==> src/rtl/uart_tx_fifo.sv <==
`default_nettype none
// ============================================================================
// Module  : uart_tx_fifo
// Brief   : FWFT byte buffer feeding uart_tx (DEPTH memory + 1 output register)
// Revision: 1.0
// ============================================================================
module uart_tx_fifo #(
    parameter int AW = 4
) (
    input  logic          clk,
    input  logic          rst,
    input  logic [7:0]    wr_data,
    input  logic          wr_en,
    output logic          full,
    output logic          empty,
    output logic [AW:0]   count,
    output logic          overflow,
    output logic [7:0]    tx_data,
    output logic          tx_valid,
    input  logic          tx_ready
);

    localparam int          DEPTH   = 2**AW;
    localparam logic [AW:0] C_DEPTH = (AW+1)'(DEPTH);

    typedef enum logic {
        S_EMPTY  = 1'b0,
        S_LOADED = 1'b1
    } out_state_t;

    logic [7:0]    mem_q [DEPTH];
    logic [AW-1:0] wr_ptr_q, wr_ptr_d;
    logic [AW-1:0] rd_ptr_q, rd_ptr_d;
    logic [AW:0]   mcnt_q, mcnt_d;
    out_state_t    state_q, state_d;
    logic [7:0]    tx_data_q, tx_data_d;
    logic          overflow_q, overflow_d;

    logic          w_wr_ok;
    logic          w_xfer;
    logic          w_refill;

    // All decisions use pre-edge state, so a write while full is dropped
    // even if the output register refills in the same edge.
    assign full     = (mcnt_q == C_DEPTH);
    assign w_wr_ok  = wr_en && !full;
    assign w_xfer   = (state_q == S_LOADED) && tx_ready;
    assign w_refill = (mcnt_q != '0) && ((state_q == S_EMPTY) || tx_ready);

    always_comb begin
        wr_ptr_d   = wr_ptr_q;
        rd_ptr_d   = rd_ptr_q;
        mcnt_d     = mcnt_q;
        state_d    = state_q;
        tx_data_d  = tx_data_q;
        overflow_d = wr_en && full;

        if (w_wr_ok) begin
            wr_ptr_d = wr_ptr_q + 1'b1;
        end

        case ({w_wr_ok, w_refill})
            2'b10:   mcnt_d = mcnt_q + 1'b1;
            2'b01:   mcnt_d = mcnt_q - 1'b1;
            default: mcnt_d = mcnt_q;
        endcase

        if (w_refill) begin
            rd_ptr_d  = rd_ptr_q + 1'b1;
            tx_data_d = mem_q[rd_ptr_q];
            state_d   = S_LOADED;
        end else if (w_xfer) begin
            state_d   = S_EMPTY;
        end
    end

    always_ff @(posedge clk) begin
        if (!rst) begin
            wr_ptr_q   <= '0;
            rd_ptr_q   <= '0;
            mcnt_q     <= '0;
            state_q    <= S_EMPTY;
            tx_data_q  <= 8'h00;
            overflow_q <= 1'b0;
        end else begin
            wr_ptr_q   <= wr_ptr_d;
            rd_ptr_q   <= rd_ptr_d;
            mcnt_q     <= mcnt_d;
            state_q    <= state_d;
            tx_data_q  <= tx_data_d;
            overflow_q <= overflow_d;
        end
    end

    // Storage array carries no reset; pointers alone define valid contents.
    always_ff @(posedge clk) begin
        if (w_wr_ok) begin
            mem_q[wr_ptr_q] <= wr_data;
        end
    end

    assign tx_valid = (state_q == S_LOADED);
    assign tx_data  = tx_data_q;
    assign overflow = overflow_q;
    assign empty    = (mcnt_q == '0) && !tx_valid;
    assign count    = mcnt_q + {{AW{1'b0}}, tx_valid};

endmodule
`default_nettype wire

==> config.mk <==
export PLATFORM = sky130hd
export DESIGN_NAME = uart_tx_fifo
export DESIGN_NICKNAME = d
export VERILOG_FILES = /design/src/rtl/uart_tx_fifo.sv
export SDC_FILE = /design/constraint.sdc
export NUM_CORES = 1
export LEC_CHECK = 0
export BUFFER_PORTS_ARGS = -buffer_cell sky130_fd_sc_hd__buf_4
export CAP_MARGIN = 20
export CORE_AREA = 2 2 105 107
export DETAILED_ROUTE_END_ITERATION = 10
export DIE_AREA = 0 0 107 109
export PLACE_DENSITY = 0.74
export SLEW_MARGIN = 20
export SYNTH_ARGS = -nofsm -noshare
export SYNTH_HDL_FRONTEND = slang
export SYNTH_SLANG_ARGS = --single-unit
export TNS_END_PERCENT = 10
==> constraint.sdc <==
create_clock -name clk -period 3.1 [get_ports clk]
set_input_delay 0.155 -clock clk [delete_from_list [all_inputs] [get_ports clk]]
set_output_delay 0.155 -clock clk [all_outputs]
set_load 0.01 [all_outputs]
==> results of run 1 <==
[final cells by class]
| class | count | area (µm²) | area share, % |
|---|---|---|---|
| flip-flops and latches | 151 | 4310 | 59.5 |
| multi-input cells | 201 | 1700 | 23.5 |
| clock buffers | 18 | 418 | 5.77 |
| repair buffers | 51 | 410 | 5.67 |
| clock inverters | 13 | 204 | 2.82 |
| well taps | 140 | 175 | 2.42 |
| inverters | 7 | 26.3 | 0.363 |
[registers in the layout, indices dropped and copies added (netlist names)]
name,cells
overflow,1
mem_q,128
mcnt_q,5
tx_valid,1
wr_ptr_q,4
rd_ptr_q,4
tx_data,8
[worst paths after layout]
check / end / slack [ns] / cells past startpoint
max: mcnt_q[4] / 0.41 / 10
min: mem_q[12][2] / 0.50 / 2
max reg2reg: mcnt_q[4] / 0.41 / 10
min reg2reg: tx_data[3] / 0.55 / 2
[cell families after synthesis]
logic type,Yosys count
flip-flops,151
AO/OA/AOI/OAI,58
buffers and inverters,29
multiplexers,52
adder cells (fa/ha/maj),11
AND/OR/NAND/NOR,67
XOR/XNOR,13
[layer usage]
layer / global-route usage, % / part of all wire (%)
met2: 35.4 / 49
met1: 31.8 / 44
met5: 0 / 0
met3: 4.48 / 5.5
met4: 9.09 / 1.6
[cells in the mapped netlist, types with 8 or more instances]
library cell,n
edfxtp_1,128
mux2i_1,36
nor2_1,31
dfxtp_1,23
mux4_2,16
o22ai_1,16
ha_1,11
a31oi_1,10
buf_2,9
o21ai_0,9
a22oi_1,8
xor2_1,8
[placed cells by master (no fill, tap or decap), types with 9 or more instances in the layout]
cell type	count
edfxtp_1	128
buf_4	40
mux2i_1	36
nor2_1	31
dfxtp_1	22
mux4_2	16
o22ai_1	16
clkbuf_16	16
ha_1	11
dlygate4sd3_1	11
a31oi_1	10
o21ai_0	9
[through the flow]
step                      worst slack, ns  util, %  area, µm²
after global routing                0.109     68.3       7240
after floorplan                     0.430        -       6140
after CTS                           0.390     68.3       7240
after detailed placement            0.397     61.4       6510
after global placement              0.536     61.4       6510
final                               0.409     68.3       7240
[power by group]
part | leakage [nW] | internal [mW] | total [mW] | switching (mW)
clock network | 0.306 | 1.38 | 2.16 | 0.781
logic | 0.771 | 0.593 | 1.30 | 0.710
registers | 1.35 | 2.34 | 2.46 | 0.122
==> flow_summary.json, run 1 <==
{
  "wl_mm": 12.1,
  "antenna_found_initial": 0,
  "synthSimpleGateAreaFrac_pct": 5.52,
  "drt_iter0_markers": 341,
  "synth_async_sr_flop_share_pct": 0,
  "dp_hpwl_mm": 7.73,
  "postRouteAntennaNets": 0,
  "vias": 3411,
  "power.density_nw_per_um2": 818,
  "grt_max_degree": 25,
  "placed_cells": 539,
  "seq_area_frac_synth_pct": 70.0,
  "rsz0062_at_grt": "false",
  "core_um2": 10600,
  "yosysWarnings": 0,
  "fmax_mhz": 372,
  "cts-htree-levels": 4,
  "row_count": 38,
  "critPathMaxStageDelay_ns": 0.43,
  "cts_tree": "done",
  "clock_path_buffers": 2,
  "fin_nets": 452,
  "clk_pin_slew_ns": 0.06,
  "synth_area_um2": 6140,
  "crit_start": "mcnt_q[1]",
  "synth_area_leader_cell": "edfxtp_1",
  "worst_pin_slew_ns": 0.805,
  "synthXorXnorAreaFrac_pct": 1.85,
  "hp-start": "wr_data[2]",
  "grt_first_pass_wirelength_mm": 18.7,
  "ys_seq_elements": 151,
  "synthMuxAreaShare_pct": 11.7,
  "io_buffers": 28,
  "synth_fa_ha_area_share_pct": 2.24,
  "avgViaCountPerCell": 5.87,
  "syn_nets": 404,
  "grt_pass1_vias": 3346,
  "synth_compound_area_share_pct": 6.35,
  "synth_top_family_by_area": "multiplexers",
  "cts_setup_buffers": 0,
  "synth_area_leaders": "edfxtp_1 63%, dfxtp_1 7.5%, mux2i_1 5.9%",
  "crit_fanout": 11,
  "n_antenna_cell": 0,
  "layout_worst_path_cycle_share_pct": 86.8,
  "cts.hold.buffers_added": 11,
  "grt_use_total_pct": 22.6,
  "synthCells": 381,
  "hp-class": "primary input to flip-flop",
  "final.min_clock_period_ns": 2.69,
  "synth.distinct_cells": 40,
  "worstPathArrival_ns": 3.15,
  "status": "finished clean",
  "r2r-start": "mcnt_q[1]",
  "drc": 0,
  "holdWs_ns": 0.501,
  "insertion_delay_ns": 0.53,
  "final_cells": 581,
  "synth-edff-count": 128,
  "setup_viol": 0,
  "endpoint_kind": "flip-flop",
  "die_w_um": 107,
  "relSlewSlack_pct": 46.2,
  "critPathTopFamily": "compound AO/OA/AOI/OAI gates",
  "slowest_stage": "dfxtp_1",
  "path_class": "flip-flop to flip-flop",
  "drive_above_1_share_pct": 20.9,
  "cts_buffers": 17,
  "syn_area_per_cell_um2": 16.1,
  "p_leak_nw": 2.42,
  "synth_top_area_share_pct": 62.6,
  "finClkSkew_ns": 0.00973,
  "nFillCells": 684,
  "crit_required_ns": 3.56,
  "path_buf_inv": 1,
  "dr.pass1.iters": 5,
  "cts_root_buf": "clkbuf_8",
  "gp_congestion": 0.841,
  "io_pins": 29,
  "area_growth_pct": 17.8,
  "slew_violations": 0,
  "path_cells": "nor4_4, a21oi_1, inv_1, ha_1, xor2_1, ha_1, o21a_1, o21a_1, o32ai_1, mux2i_1",
  "post_cts_resize_count": 0,
  "clock_sinks": 151,
  "die_area_um2": 11700,
  "power_mw": 5.93,
  "start_kind": "flip-flop",
  "grt_overflow": 0,
  "wl_per_cell_um": 20.8,
  "ys.flop_type": "edfxtp_1",
  "initial_core_util_pct": 58.0,
  "maxCapViolations": 0,
  "irDropWorstVdd_mv": 0.455,
  "fin_tns_setup_ns": 0,
  "die_h_um": 109,
  "hold_violations": 0
}
Power figures use the tool's default switching activity.
==> run 2, diff against run 1 <==
Settings changed: CORE_AREA 2 2 105 107 to 2 2 109 111, DIE_AREA 0 0 107 109 to 0 0 111 113, PLACE_DENSITY 0.74 to 0.72, RECOVER_POWER set to 100.
Clock period 3.1 ns to 2.35 ns, I/O delays scaled along.
==> run 2 against run 1 <==
Net effect: final area fell by 2.3%; clock power increased by 20%; first-iteration DRC count down 4.1%; final cell count stayed put; critical path type unchanged.
==> flow_summary.json, run 2 (synthesis gave the netlist of run 1 again) <==
{
  "endpoint_kind": "flip-flop",
  "fin_nets": 448,
  "clk_pin_slew_ns": 0.06,
  "maxCapViolations": 0,
  "nFillCells": 825,
  "die_w_um": 111,
  "pre_cts_ws_ns": 0.126,
  "grt_use_total_pct": 21.1,
  "insertion_delay_ns": 0.41,
  "irDropWorstVdd_mv": 0.696,
  "multi_input_area_um2": 1720,
  "finClkSkew_ns": 0.00515,
  "regArea_um2": 4300,
  "grt_first_pass_wirelength_mm": 19.3,
  "final_cells": 581,
  "io_pins": 29,
  "relSlewSlack_pct": 36.4,
  "worstPathArrival_ns": 2.56,
  "ff2ff_path_depth": 5,
  "crit_required_ns": 2.64,
  "placed_cells": 547,
  "grt_overflow": 0,
  "power_mw": 7.60,
  "clock_sinks": 151,
  "gp_congestion": 0.842,
  "worst_pin_slew_ns": 0.952,
  "io_buffers": 28,
  "initial_core_util_pct": 54.5,
  "largest_register_ff_count": 128,
  "power.density_nw_per_um2": 1070,
  "cts.hold.buffers_added": 0,
  "n_antenna_cell": 0,
  "layout_common_cells": "128 x edfxtp_1, 36 x mux2i_1, 31 x nor2_1, 31 x clkbuf_1, 23 x dfxtp_1",
  "hp-class": "primary input to flip-flop",
  "drive_above_1_share_pct": 16.7,
  "slew_violations": 0,
  "worst_slack_ns": 0.0852,
  "critPathMaxStageDelay_ns": 0.94,
  "drc": 0,
  "status": "finished clean",
  "final_core_util_pct": 62.8,
  "setup_viol": 0,
  "whs_path_depth": 3,
  "layout_worst_path_cycle_share_pct": 96.4,
  "grt_busiest_layer": "met2",
  "cts_tree": "done",
  "die_area_um2": 12500,
  "grt_max_degree": 33,
  "critPathTopFamily": "flip-flops",
  "top_register": "mem_q",
  "path_buf_inv": 1,
  "avgViaCountPerCell": 5.90,
  "cts-htree-levels": 4,
  "path_class": "flip-flop to flip-flop",
  "path_cells": "buf_6, mux2i_1, o22ai_1, nor2_1, a31oi_1",
  "wl_mm": 12.5,
  "use_met3_pct": 5.84,
  "postRouteAntennaNets": 0,
  "cts_buffers": 17,
  "fmax_mhz": 442,
  "p_leak_nw": 2.28,
  "core_um2": 11300,
  "holdWs_ns": 0.0402,
  "cts_root_buf": "clkbuf_16",
  "dp_hpwl_mm": 7.88,
  "grt_pass1_vias": 3349,
  "die_h_um": 113,
  "final_common_cell": "edfxtp_1",
  "clock_path_buffers": 2,
  "final.min_clock_period_ns": 2.26,
  "met2_usage_pct": 33.7,
  "area_growth_pct": 15.1,
  "dr.pass1.iters": 4,
  "use_met1_pct": 28.0,
  "hold_violations": 0,
  "row_count": 39,
  "crit_fanout": 32,
  "start_kind": "flip-flop",
  "vias": 3425,
  "critical_path_depth": 5,
  "antenna_found_initial": 0,
  "drt_iter0_markers": 327,
  "wl_per_cell_um": 21.5,
  "slowest_stage": "dfxtp_1"
}
==> run 2: repair_timing <==
item	in CTS	in global routing
resized for setup	0	1
setup endpoints to repair	0	2
buffers inserted	0	2
==> run 2: stage by stage <==
| stage | instance area, µm² | TNS, ns |
|---|---|---|
| finish | 7070 | 0 |
| detailed placement | 6600 | 0 |
| global placement | 6600 | 0 |
| floorplan | 6180 | -0.158 |
| CTS | 7180 | 0 |
| global route | 7070 | -0.000747 |
==> run 2: area by class of cell <==
type | instances | area share, %
repair buffers | 47 | 3.64
multi-input cells | 201 | 24.4
inverters | 7 | 0.371
well taps | 143 | 2.53
clock inverters | 8 | 0.831
flip-flops and latches | 151 | 60.8
clock buffers | 24 | 7.41
==> run 2: power by group <==
part / internal (mW) / total, mW / switching, mW
Combinational: 0.776 / 1.79 / 1.02
Sequential: 3.09 / 3.21 / 0.129
Clock: 1.57 / 2.59 / 1.03
Total: 5.43 / 7.60 / 2.17
==> run 2: path summary, 6_finish.rpt <==
path / startpoint / endpoint / slack, ns
max: rd_ptr_q[2] / tx_data[0] / 0.09
min: rst / tx_data[5] / 0.04
max reg2reg: rd_ptr_q[2] / tx_data[0] / 0.09
min reg2reg: mcnt_q[4] / mcnt_q[4] / 0.52
==> run 2: routing by layer <==
metal  share of wire, %  up-vias
met5                  0        -
met3                5.8       16
li1                   -     1572
met2                 49      105
met1                 44     1732
met4                1.7        0
==> run 2: worst reg2reg max path, stage by stage, from the launching register on <==
cell and delay [ns]:
dfxtp_1 0.94, buf_6 0.44, mux2i_1 0.32, o22ai_1 0.13, nor2_1 0.20, a31oi_1 0.11
==> run 3, diff against run 2 <==
Settings changed: CORE_AREA 2 2 109 111 to 2 2 110 102, DIE_AREA 0 0 111 113 to 0 0 112 104, PLACE_DENSITY 0.72 to 0.75, SLEW_MARGIN 20 to unset.
Clock period 2.35 ns to 2.8 ns, I/O delays scaled along.
==> run 3 against run 2 <==
Net effect: utilization grew 3.0 points; largest cell class unchanged; first-iteration DRC count shrank 18%; highest routed layer unchanged; global-route usage grew 2.0 points; wire length shrank 0.11%; critical endpoint is now mcnt_q[4]; via count grew 0.23%; die area shrank 7.1%; combinational power shrank 27%; sequential cell count is the same; clock power shrank 16%; hold slack gained 0.016 ns; final area shrank 2.0%; final cell count shrank 2.6%.
==> flow_summary.json, run 3 (synthesis gave the netlist of run 1 again) <==
{
  "slew_violations": 0,
  "critPathMaxStageDelay_ns": 0.43,
  "finClkSkew_ns": 0.0145,
  "grt_overflow": 0,
  "io_buffers": 28,
  "n_antenna_cell": 0,
  "status": "finished clean",
  "core_um2": 10500,
  "die_w_um": 112,
  "drt_iter0_markers": 267,
  "path_cells": "nor4_4, a21boi_0, ha_1, xor2_1, ha_1, o21a_1, o21a_1, o32ai_1, mux2i_1",
  "start_kind": "flip-flop",
  "fin_tns_setup_ns": 0,
  "hold_violations": 0,
  "layout_common_cells": "128 x edfxtp_1, 38 x clkbuf_1, 36 x mux2i_1, 31 x nor2_1, 22 x dfxtp_1",
  "final_core_util_pct": 65.8,
  "path_class": "flip-flop to flip-flop",
  "area_growth_pct": 12.8,
  "die_area_um2": 11600,
  "avgViaCountPerCell": 6.07,
  "regArea_um2": 4310,
  "clock_path_buffers": 2,
  "grt_max_degree": 34,
  "setup_viol": 0,
  "clk_pin_slew_ns": 0.06,
  "cts_tree": "done",
  "postRouteAntennaNets": 0,
  "cts.hold.buffers_added": 0,
  "cts_buffers": 17,
  "drc": 0,
  "initial_core_util_pct": 58.3,
  "irDropWorstVdd_mv": 0.640,
  "endpoint_kind": "flip-flop",
  "row_count": 36,
  "cts_root_buf": "clkbuf_16",
  "worst_slack_ns": 0.234,
  "post_cts_resize_count": 0,
  "rsz0062_at_grt": "false",
  "dr.pass1.iters": 5,
  "clock_sinks": 151,
  "vias": 3433,
  "slowest_stage": "nor4_4",
  "wl_per_cell_um": 22.0,
  "nFillCells": 776,
  "wl_mm": 12.5,
  "maxCapViolations": 0,
  "insertion_delay_ns": 0.42,
  "fmax_mhz": 390,
  "largest_register_ff_count": 128,
  "io_pins": 29,
  "dp_hpwl_mm": 7.87,
  "pre_cts_ws_ns": 0.313,
  "p_leak_nw": 2.21,
  "power.density_nw_per_um2": 900,
  "top_register": "mem_q",
  "final.min_clock_period_ns": 2.57,
  "crit_fanout": 11,
  "gp_congestion": 0.835,
  "fin_nets": 443,
  "relSlewSlack_pct": 38.5,
  "crit_required_ns": 3.15,
  "grt_use_total_pct": 23.0,
  "antenna_found_initial": 0,
  "layout_worst_path_cycle_share_pct": 91.6,
  "worst_pin_slew_ns": 0.919,
  "multi_input_area_um2": 1680,
  "hp-class": "primary input to flip-flop",
  "drive_above_1_share_pct": 12.2,
  "cts-htree-levels": 4,
  "worstPathArrival_ns": 2.91,
  "die_h_um": 104,
  "grt_pass1_vias": 3553,
  "grt_first_pass_wirelength_mm": 19.7,
  "cts_setup_buffers": 0,
  "final_common_cell": "edfxtp_1"
}
==> run 3: changes by cell type in the layout (fill, tap and decap cells not counted), sizes merged <==
cell	delta
clkinv	+3
buf	-12
clkinvlp	+1
bufinv	+2
clkbuf	+2
inv	-1
==> run 3: cell type report <==
type                       count  area share (%)
clock buffer                  19            6.24
timing repair buffer          42            2.74
inverter                       7           0.379
sequential                   151            62.1
multi-input combinational    201            24.2
tap                          133            2.40
clock inverter                13            1.89
==> run 3: layer usage <==
metal / global-route usage (%) / vias up / share of wire [%]
li1: - / 1567 / -
met1: 32.0 / 1714 / 44
met2: 35.5 / 134 / 48
met3: 6.06 / 18 / 7.2
met4: 8.54 / 0 / 1.5
met5: 0 / - / 0
==> run 3: power by group <==
group | internal [mW] | switching [mW]
Clock | 1.30 | 0.866
Combinational | 0.547 | 0.761
Sequential | 2.59 | 0.173
Total | 4.44 | 1.80
==> run 3: worst max-delay path, delay by kind of cell, from the launching register on <==
kind | cells | cell delay (ns)
and+or+nand+nor | 1 | 0.43
xor gates and xnor gates | 1 | 0.15
muxes | 1 | 0.21
DFF | 1 | 0.42
AOI/OAI and AO/OA | 4 | 0.81
adders and majority gates | 2 | 0.48
==> run 3: path summary, 6_finish.rpt <==
| kind | startpoint | endpoint | slack (ns) | depth (start not counted) |
|---|---|---|---|---|
| setup / recovery | mcnt_q[1] | mcnt_q[4] | 0.23 | 9 |
| hold / removal | wr_en | overflow | 0.06 | 3 |
| setup reg to reg | mcnt_q[1] | mcnt_q[4] | 0.23 | 9 |
| hold reg to reg | tx_data[7] | tx_data[7] | 0.57 | 2 |
==> run 3: through the flow <==
stage                     area (µm²)  power [mW]  std cells  hold slack, ns
after detailed placement        6530        4.23        534           0.474
final                           6930        6.24        566          0.0561
after global routing            6930        6.51        566          0.0519
after global placement          6530        4.18        534           0.459
after floorplan                 6140        3.75        381           0.239
after CTS                       7090        6.40        566          0.0413
